## src/rtl/key_led_ctrl.sv

```systemverilog
// Key-driven LED mode controller: synchronizes and debounces an active-low
// push-button, classifies short/long presses, and drives an active-low LED
// as OFF / ON / SLOW blink / FAST blink.
// Ports:
//   sys_clk, sys_rst_n : clock (rising edge), async active-low reset
//   key_1              : raw active-low button, asynchronous and bouncy
//   led_1              : registered active-low LED drive
//   mode               : current mode 0 OFF, 1 ON, 2 SLOW, 3 FAST
//   press_pulse        : one-cycle strobe per accepted short press
//   long_pulse         : one-cycle strobe when a press reaches the long threshold
module key_led_ctrl #(
  parameter int unsigned DEBOUNCE_CYCLES   = 1000000,
  parameter int unsigned LONG_PRESS_CYCLES = 100000000,
  parameter int unsigned SLOW_HALF_CYCLES  = 25000000,
  parameter int unsigned FAST_HALF_CYCLES  = 6250000
) (
  input  logic       sys_clk,
  input  logic       sys_rst_n,
  input  logic       key_1,
  output logic       led_1,
  output logic [1:0] mode,
  output logic       press_pulse,
  output logic       long_pulse
);

  localparam int unsigned BLINK_MAX = (SLOW_HALF_CYCLES > FAST_HALF_CYCLES) ?
                                      SLOW_HALF_CYCLES : FAST_HALF_CYCLES;
  localparam int DB_W   = $clog2(DEBOUNCE_CYCLES + 1);
  localparam int HOLD_W = $clog2(LONG_PRESS_CYCLES + 1);
  localparam int BL_W   = $clog2(BLINK_MAX + 1);

  localparam logic [DB_W-1:0]   DB_LAST   = DB_W'(DEBOUNCE_CYCLES - 1);
  localparam logic [HOLD_W-1:0] HOLD_LAST = HOLD_W'(LONG_PRESS_CYCLES - 1);
  localparam logic [BL_W-1:0]   SLOW_LAST = BL_W'(SLOW_HALF_CYCLES - 1);
  localparam logic [BL_W-1:0]   FAST_LAST = BL_W'(FAST_HALF_CYCLES - 1);

  localparam logic [1:0] MODE_OFF  = 2'd0;
  localparam logic [1:0] MODE_ON   = 2'd1;
  localparam logic [1:0] MODE_FAST = 2'd3;

  typedef enum logic [1:0] {
    ST_IDLE      = 2'd0,
    ST_PRESSED   = 2'd1,
    ST_LONG_HELD = 2'd2
  } state_t;

  logic              sync1_q, sync1_d;
  logic              sync2_q, sync2_d;
  logic              settle1_q, settle1_d;
  logic              settle2_q, settle2_d;
  logic [DB_W-1:0]   db_cnt_q, db_cnt_d;
  logic              key_db_q, key_db_d;
  logic              key_db_prev_q, key_db_prev_d;
  logic              armed_q, armed_d;
  state_t            state_q, state_d;
  logic [HOLD_W-1:0] hold_q, hold_d;
  logic [1:0]        mode_q, mode_d;
  logic              press_q, press_d;
  logic              long_q, long_d;
  logic [BL_W-1:0]   blink_cnt_q, blink_cnt_d;
  logic              phase_lit_q, phase_lit_d;
  logic              led_q, led_d;
  logic [BL_W-1:0]   half_last;

  logic key_fall;
  logic key_rise;

  assign key_fall = key_db_prev_q & ~key_db_q;
  assign key_rise = ~key_db_prev_q & key_db_q;

  always_comb begin
    sync1_d       = key_1;
    sync2_d       = sync1_q;
    // settle2_q goes high once sync2_q holds a real key sample instead of
    // its reset value.
    settle1_d     = 1'b1;
    settle2_d     = settle1_q;
    db_cnt_d      = '0;
    key_db_d      = key_db_q;
    key_db_prev_d = key_db_q;
    state_d       = state_q;
    hold_d        = hold_q;
    mode_d        = mode_q;
    press_d       = 1'b0;
    long_d        = 1'b0;
    blink_cnt_d   = blink_cnt_q;
    phase_lit_d   = phase_lit_q;
    led_d         = led_q;
    half_last     = (mode_q == MODE_FAST) ? FAST_LAST : SLOW_LAST;

    // Debounce: accept the new level only after DEBOUNCE_CYCLES consecutive
    // disagreeing samples; one agreeing sample restarts the count.
    if (sync2_q != key_db_q) begin
      if (db_cnt_q == DB_LAST) begin
        key_db_d = sync2_q;
        db_cnt_d = '0;
      end else begin
        db_cnt_d = db_cnt_q + 1'b1;
      end
    end

    // A key still held through reset must be seen released before a press
    // counts, so the first debounced fall after reset is ignored until the
    // synchronized key has been observed high.
    armed_d = armed_q | (settle2_q & sync2_q & key_db_q);

    case (state_q)
      ST_IDLE: begin
        if (key_fall && armed_q) begin
          state_d = ST_PRESSED;
          hold_d  = '0;
        end
      end
      ST_PRESSED: begin
        // Release wins over the long threshold if both land in one cycle.
        if (key_rise) begin
          state_d = ST_IDLE;
          press_d = 1'b1;
          mode_d  = mode_q + 2'd1;
        end else if (hold_q == HOLD_LAST) begin
          state_d = ST_LONG_HELD;
          long_d  = 1'b1;
          mode_d  = MODE_OFF;
        end else begin
          hold_d = hold_q + 1'b1;
        end
      end
      ST_LONG_HELD: begin
        if (key_rise) begin
          state_d = ST_IDLE;
        end
      end
      default: state_d = ST_IDLE;
    endcase

    // Blink timer restarts lit on every mode change, runs only in blink modes.
    if (mode_d != mode_q) begin
      blink_cnt_d = '0;
      phase_lit_d = 1'b1;
    end else if (mode_q[1]) begin
      if (blink_cnt_q == half_last) begin
        blink_cnt_d = '0;
        phase_lit_d = ~phase_lit_q;
      end else begin
        blink_cnt_d = blink_cnt_q + 1'b1;
      end
    end else begin
      blink_cnt_d = '0;
      phase_lit_d = 1'b1;
    end

    case (mode_q)
      MODE_OFF: led_d = 1'b1;
      MODE_ON:  led_d = 1'b0;
      default:  led_d = ~phase_lit_q;
    endcase
  end

  always_ff @(posedge sys_clk or negedge sys_rst_n) begin
    if (!sys_rst_n) begin
      sync1_q       <= 1'b1;
      sync2_q       <= 1'b1;
      settle1_q     <= 1'b0;
      settle2_q     <= 1'b0;
      db_cnt_q      <= '0;
      key_db_q      <= 1'b1;
      key_db_prev_q <= 1'b1;
      armed_q       <= 1'b0;
      state_q       <= ST_IDLE;
      hold_q        <= '0;
      mode_q        <= MODE_OFF;
      press_q       <= 1'b0;
      long_q        <= 1'b0;
      blink_cnt_q   <= '0;
      phase_lit_q   <= 1'b1;
      led_q         <= 1'b1;
    end else begin
      sync1_q       <= sync1_d;
      sync2_q       <= sync2_d;
      settle1_q     <= settle1_d;
      settle2_q     <= settle2_d;
      db_cnt_q      <= db_cnt_d;
      key_db_q      <= key_db_d;
      key_db_prev_q <= key_db_prev_d;
      armed_q       <= armed_d;
      state_q       <= state_d;
      hold_q        <= hold_d;
      mode_q        <= mode_d;
      press_q       <= press_d;
      long_q        <= long_d;
      blink_cnt_q   <= blink_cnt_d;
      phase_lit_q   <= phase_lit_d;
      led_q         <= led_d;
    end
  end

  assign led_1       = led_q;
  assign mode        = mode_q;
  assign press_pulse = press_q;
  assign long_pulse  = long_q;

endmodule

```

## config.mk

```make
export PLATFORM = sky130hd
export DESIGN_NAME = key_led_ctrl
export DESIGN_NICKNAME = d
export VERILOG_FILES = /design/src/rtl/key_led_ctrl.sv
export SDC_FILE = /design/constraint.sdc
export NUM_CORES = 1
export LEC_CHECK = 0
export CORE_MARGIN = 4
export CORE_UTILIZATION = 62
export DETAILED_ROUTE_END_ITERATION = 10
export PLACE_DENSITY = 0.8
export SLEW_MARGIN = 40
export SYNTH_ARGS = -nofsm -noshare
export SYNTH_HDL_FRONTEND = slang
export SYNTH_SLANG_ARGS = --single-unit
```

## constraint.sdc

```tcl
create_clock -name sys_clk -period 2.7 [get_ports sys_clk]
set_input_delay 0.27 -clock sys_clk [delete_from_list [all_inputs] [get_ports sys_clk]]
set_output_delay 0.27 -clock sys_clk [all_outputs]
set_load 0.005 [all_outputs]
```

==> run summary, run 1 <==
Share of synthesized flip-flops with an asynchronous set or reset -> 1.00
Run status -> finished clean
Die area -> 8210 µm²
Synth area leader -> dfrtp_1
GRT overflow -> 0
Vias per std cell -> 6.00
Register area share after synthesis -> 0.516
Number of instances in the synthesized netlist -> 432
Most used cells in the layout excluding fill and tap cells -> 81 x dfrtp_1, 74 x nor2_1, 35 x xor2_1, 32 x nand2_1, 31 x nand4_1
First-pass iteration count of the detailed router -> 4
Cell area after synthesis -> 4230 µm²
Number of I/O pins -> 8
Placed wire-length estimate after detailed placement -> 5390 µm
Share of cells above drive strength 1 -> 0.0791
Non-filler cells, final -> 532
Relative slew slack -> 0.475
Iteration-0 DRC count of the detailed router -> 111
PostCTS Resize Cnt -> 0
Max H-tree Level -> 3
DRC violations left -> 0
Top flip-flop cell by instance count after synthesis -> dfrtp_1
Height of the die -> 90.6 µm
Req. time, crit path -> 2930 ps
Number of failing setup endpoints in the final timing report -> 0
Post-synth EDFFs -> 0
CTS clock-pin slew for the worst setup and hold paths -> 80 ps
Initial antenna violation count -> 0
Standby leakage power -> 1.87 nW
Critical path fanouts, max -> 25
Power per standard cell area -> 464 nW/µm²
Horizontal die dimension -> 90.6 µm
Final critical delay including setup and external delays -> 2440 ps
Class of the worst hold path -> input pin to flop
Arrival time reported for the critical path endpoint -> 2670 ps
Largest net degree at the start of global routing -> 88
Synthesis-to-layout area growth -> 8.34%
Slew Viols, Final -> 0
Sum of routed wire length over all layers -> 8050 µm
Delay of the slowest critical-path stage -> 500 ps
Number of register bits inferred by synthesis -> 87
Path type of the worst setup path -> flop to flop
Initial standard-cell utilization of the core -> 0.652
Type of element launching the critical path -> flop
Wire length of the first global-routing pass -> 13,700 µm
Core area -> 6490 µm²
Mapped Avg Cell Area -> 9.80 µm²
Fmax -> 410 MHz
Final layout net count -> 458
Via count -> 3,190
Vias in the first global route -> 3,085
Post-synth net total -> 439
Count of cell types in the netlist -> 40
Cell-by-cell trace of the critical path -> ha_1 -> or3_1 -> or4_4 -> a2111oi_4 -> a211o_4 -> nor2_1
Crit end category -> flop
Maximum number of buffers from clock root to sink -> 2
TritonCTS clock tree -> built
Slowest cell on the critical path -> or4_4
Row cnt -> 29
Buffers on Ports -> 7
Worst vdd ir -> 0.000365 V
RSZ-0062 raised after global routing -> no
Routed len/inst -> 15.1 µm
Top-area cell type share of the netlist area -> 0.479
Root buffer selected by CTS -> clkbuf_8
Slew at the pin closest to its max-slew limit -> 788 ps
Worst setup skew after layout -> 4.55 ps
Total CTS buffers -> 9
Yosys Warn Count -> 0
Filler Cell Count -> 498
Clock latency reported for the late side of the worst-skew pair -> 350 ps
Remaining antenna violation count -> 0
Most area-consuming cells after synthesis -> dfrtp_1 48%, xor2_1 7.2%, nor2_1 6.6%
Inst Count DP -> 516
Max-cap check violation count -> 0
Kind of cell with the highest combined delay on the critical path -> simple AND/OR/NAND/NOR gates
# diodes -> 0
Most common cell after layout, fill and taps aside -> dfrtp_1
Share of the clock period used by the worst path -> 0.904
Aggregate global-route resource usage -> 0.204
Total Negative Setup Slacks -> 0 ps
Final weighted congestion of routability-driven global placement -> 0.836
Critical path buffer and inverter count -> 0
Clock Sinks -> 87
Final number of hold-violating endpoints -> 0
Post-CTS Repair Setup Buffers -> 0
==> power by group <==
part | leakage, nW | internal [mW] | switching [mW]
clock network | 0.0817 | 0.323 | 0.443
registers | 1.19 | 1.31 | 0.00532
logic | 0.596 | 0.0110 | 0.0334
==> metal layers <==
metal	up-vias	global-route usage	share of wire
met3	17	0.0450	0.044
met4	0	0.0957	0.017
met2	69	0.331	0.49
li1	1551	-	-
met1	1553	0.260	0.44
met5	-	0	0
==> logic make-up (layout without fill, tap and decap cells) <==
family	Yosys count	count (layout)	share of synthesized area
AND/OR/NAND/NOR	229	229	0.276
flip-flops	87	87	0.516
XOR/XNOR	54	54	0.112
AO/OA/AOI/OAI	36	36	0.0550
buffers and inverters	17	40	0.0186
adder cells (fa/ha/maj)	4	4	0.0118
multiplexers	4	4	0.00975
other	1	1	0.000886
==> area by class of cell <==
class                           count  area, µm²  area share
Inverter                           10       37.5     0.00819
Tap cell                           77       96.3      0.0210
Clock buffer                       10        128      0.0278
Clock inverter                      5       27.5     0.00600
Timing Repair Buffer               15        143      0.0311
Sequential cell                    87       2180       0.476
Multi-Input combinational cell    328       1970       0.429
==> worst paths after layout <==
check,start,to,slack [ps],cells past startpoint
max in group asynchronous,sys_rst_n,sync1_q$_DFF_PN1_,1840,3
min reg2reg,settle1_q$_DFF_PN0_,settle2_q$_DFF_PN0_,350,0
max reg2reg,mode[0]$_DFF_PN0_,blink_cnt_q[15]$_DFF_PN0_,260,6
max,mode[0]$_DFF_PN0_,blink_cnt_q[15]$_DFF_PN0_,260,6
min,key_1,sync1_q$_DFF_PN1_,310,1
min in group asynchronous,sys_rst_n,hold_q[22]$_DFFE_PN0P_,490,3
==> per-stage QoR <==
stage / setup WS [ps] / hold slack [ps] / power, mW / instance area [µm²] / util
floorplan: 440 / -25.6 / 1.35 / 4230 / -
global placement: 370 / 334 / 1.38 / 4420 / 0.681
detailed placement: 277 / 336 / 1.39 / 4420 / 0.681
CTS: 258 / 307 / 2.14 / 4590 / 0.706
global route: 162 / 298 / 2.21 / 4590 / 0.706
finish: 258 / 314 / 2.13 / 4590 / 0.706
==> synthesized netlist by cell type (4+ instances only) <==
cell type  instances
a21oi_1           12
and2_1             5
and3_1             6
clkbuf_1           5
dfrtp_1           81
dfstp_2            6
ha_1               4
inv_1             10
nand2_1           32
nand2b_1           4
nand3_1           27
nand4_1           31
nor2_1            74
nor3_1             6
nor4_1            13
nor4bb_1           4
o21ai_0           14
or3_1             12
xnor2_1           19
xor2_1            35
==> flip-flops by register name, summed over array words and instances, names as in the netlist <==
signal and cells:
key_db_prev_q 1, state_q 2, mode 2, db_cnt_q 20, blink_cnt_q 25, press_pulse 1
sync1_q 1, sync2_q 1, phase_lit_q 1, settle2_q 1, key_db_prev_d 1, hold_q 27
settle1_q 1, led_1 1, long_pulse 1, armed_q 1
==> what timing repair did <==
action                                  in CTS  in global routing
endpoints found under the hold margin       81                  0
hold buffers                                 1                  0
endpoints found under the setup margin       0                  0
Power figures use the tool's default switching activity.
==> inputs of run 2 (changes only) <==
- ABC_CLOCK_PERIOD_IN_PS: unset -> 2700
==> results of run 2 <==
Same layout as run 1: the final DEF is identical, and so are final timing and power.
==> inputs of run 3 (changes only) <==
- ABC_CLOCK_PERIOD_IN_PS: 2700 -> 3100
- CORE_UTILIZATION: 62 -> 65
- PLACE_DENSITY: 0.8 -> 0.84
- clock period: 2.7 -> 3.1 ns (I/O delays scaled with it)
==> run summary, run 3 (synthesis results as in run 1) <==
Run status -> finished, violations left
Violations in the final reports -> negative hold slack
Most heavily used metal layer in global routing -> met2
Routing usage on met2 -> 0.399 (+0.0677)
Standby leakage power -> 1.88 nW (+0.62%)
Iteration-0 DRC count of the detailed router -> 144 (+30%)
Internal Power -> 1.68 mW (+2.4%)
Global-route track usage on met3 -> 0.0475 (+0.00249)
Wire length of the first global-routing pass -> 14,500 µm (+5.2%)
Routed len/inst -> 15.7 µm (+3.7%)
Type of element launching the critical path -> flop
Clock power frac -> 0.437 (+0.077)
Buffers on Ports -> 7 (unchanged)
Number of I/O pins -> 8 (unchanged)
Worst vdd ir -> 0.000317 V (-13%)
Inst Count DP -> 513 (-0.58%)
PnR Total Power -> 2.10 mW (-1.3%)
Most common cell after layout, fill and taps aside -> dfrtp_1
Power per standard cell area -> 453 nW/µm² (-2.2%)
Switching part of the total power -> 0.198 (-0.0291)
Max H-tree Level -> 3 (unchanged)
Area of placed instances -> 4390 µm² (-0.71%)
Clock latency reported for the late side of the worst-skew pair -> 350 ps (about the same)
Met1 Resource Use GR -> 0.296 (+0.0365)
PostCTS Resize Cnt -> 0 (unchanged)
Post-CTS Repair Setup Buffers -> 0 (unchanged)
Share of cells above drive strength 1 -> 0.0752 (-0.00390)
Final layout net count -> 454 (-0.87%)
Horizontal die dimension -> 88.7 µm (-2.1%)
Clock Sinks -> 87 (unchanged)
CTS Hold Bufs -> 0 (-1)
Req. time, crit path -> 3330 ps (+400 ps)
Remaining antenna violation count -> 0 (unchanged)
Worst setup skew after layout -> 12.2 ps (+7.69 ps)
Register with the highest flop count -> hold_q
Vias in the first global route -> 3,174 (+2.9%)
Class of the worst hold path -> input pin to asynchronous set/reset pin
Via count -> 3,248 (+1.8%)
Root buffer selected by CTS -> clkbuf_8
Core area -> 6350 µm² (-2.2%)
Final std cell area, no fill -> 4630 µm² (+0.95%)
Non-filler cells, final -> 529 (-0.56%)
# diodes -> 0 (unchanged)
Most used cells in the layout excluding fill and tap cells -> 81 x dfrtp_1, 74 x nor2_1, 35 x xor2_1, 32 x nand2_1, 31 x nand4_1
Crit end category -> flop
CTS clock-pin slew for the worst setup and hold paths -> 90 ps (about the same)
Fmax -> 417 MHz (+1.7%)
Switch Pwr -> 0.415 mW (-14%)
Largest net degree at the start of global routing -> 88 (unchanged)
Aggregate global-route resource usage -> 0.235 (+0.0315)
Sum of routed wire length over all layers -> 8300 µm (+3.1%)
TritonCTS clock tree -> built
RSZ-0062 raised after global routing -> no
Final weighted congestion of routability-driven global placement -> 0.812 (-2.9%)
Register-to-Register Setup Slack -> 700 ps (+440 ps)
Height of the die -> 88.7 µm (-2.1%)
Initial standard-cell utilization of the core -> 0.667 (+0.0149)
Relative contribution of combinational cells to total power -> 0.017 (-0.004)
Endpoint of the lowest-slack register-to-register path -> blink_cnt_q[9]$_DFF_PN0_
Final number of hold-violating endpoints -> 9 (+9)
Placed wire-length estimate after detailed placement -> 5460 µm (+1.3%)
Slew at the pin closest to its max-slew limit -> 807 ps (+19.3 ps)
Flip-flop count of the largest register after layout -> 27 (unchanged)
Number of failing setup endpoints in the final timing report -> 0 (unchanged)
First-pass iteration count of the detailed router -> 4 (unchanged)
Max-cap check violation count -> 0 (unchanged)
Path type of the worst setup path -> flop to flop
Arrival time reported for the critical path endpoint -> 2630 ps (-40 ps)
Slew Viols, Final -> 0 (unchanged)
Share of the clock period used by the worst path -> 0.774 (-0.130)
Filler Cell Count -> 446 (-10%)
Synthesis-to-layout area growth -> 9.37%
GRT overflow -> 0 (unchanged)
Registers with the most flip-flops -> hold_q: 27 flops, blink_cnt_q: 25 flops, db_cnt_q: 20 flops
Sequential Power Share -> 0.546 (-0.073)
Vias per std cell -> 6.14 (+2.4%)
Initial antenna violation count -> 0 (unchanged)
Worst reg-to-reg path cell count -> 6 (unchanged)
DRC violations left -> 0 (unchanged)
Tightest hold margin -> -7.70 ps (-322 ps)
Launch point of the worst reg-to-reg path -> mode[0]$_DFF_PN0_
Maximum number of buffers from clock root to sink -> 2 (unchanged)
Total Negative Setup Slacks -> 0 ps (unchanged)
Critical path fanouts, max -> 25 (unchanged)
Relative slew slack -> 0.457 (-0.0178)
Die area -> 7870 µm² (-4.2%)
Total CTS buffers -> 9 (unchanged)
Row cnt -> 29 (unchanged)
Final critical delay including setup and external delays -> 2400 ps (-41.1 ps)
-- run 3: cell types whose count changed in the layout (fill, tap and decap cells not counted), moves of 2 or more --
cell and delta:
clkinv_2 -3, clkbuf_1 +2, bufinv_16 +3, buf_4 -3
-- run 3: how the worst max path moves through the flow --
stage,cells past startpoint,slack (ps),from,endpoint
after floorplan,7,840,mode[0]$_DFF_PN0_,blink_cnt_q[10]$_DFF_PN0_
after global placement,6,770,mode[0]$_DFF_PN0_,blink_cnt_q[17]$_DFF_PN0_
after detailed placement,6,700,mode[0]$_DFF_PN0_,blink_cnt_q[23]$_DFF_PN0_
after CTS,6,680,mode[0]$_DFF_PN0_,blink_cnt_q[12]$_DFF_PN0_
after global routing,6,550,mode[0]$_DFF_PN0_,blink_cnt_q[12]$_DFF_PN0_
final,6,700,mode[0]$_DFF_PN0_,blink_cnt_q[9]$_DFF_PN0_
-- run 3: through the flow --
stage | setup WS (ps) | hold slack (ps) | utilization
floorplan | 840 | 14.4 | -
global placement | 771 | 333 | 0.691
detailed placement | 705 | 335 | 0.691
CTS | 680 | 40.8 | 0.727
global route | 553 | 40.5 | 0.729
finish | 700 | -7.70 | 0.729
-- run 3: routing by layer --
layer  vias to the layer above  wire [µm]
met2                        77       4170
met1                      1602       3650
li1                       1554          -
met5                         -          0
met4                         0        187
met3                        15        290
-- run 3: cell type report --
class | instances | area [µm²] | share of cell area
Clock buffer | 12 | 135 | 0.0292
Clock inverter | 4 | 95.1 | 0.0205
Inverter | 10 | 37.5 | 0.00811
Multi-Input combinational cell | 328 | 1980 | 0.427
Sequential cell | 87 | 2180 | 0.472
Tap cell | 77 | 96.3 | 0.0208
Timing Repair Buffer | 11 | 104 | 0.0224
-- run 3: power groups by stage --
stage	registers [mW]	clock network, mW	logic (mW)
CTS	1.15	0.927	0.0370
detailed placement	1.17	0	0.0366
global route	1.15	0.979	0.0422
finish	1.15	0.918	0.0351
global placement	1.17	0	0.0357
floorplan	1.17	0	0.0104
-- run 3: critical path, stage by stage (launching register included) --
cell and delay (ps):
dfrtp_1 430, ha_1 220, or3_1 310, or4_4 500, a2111oi_4 410, a211o_4 310
nor2_1 90
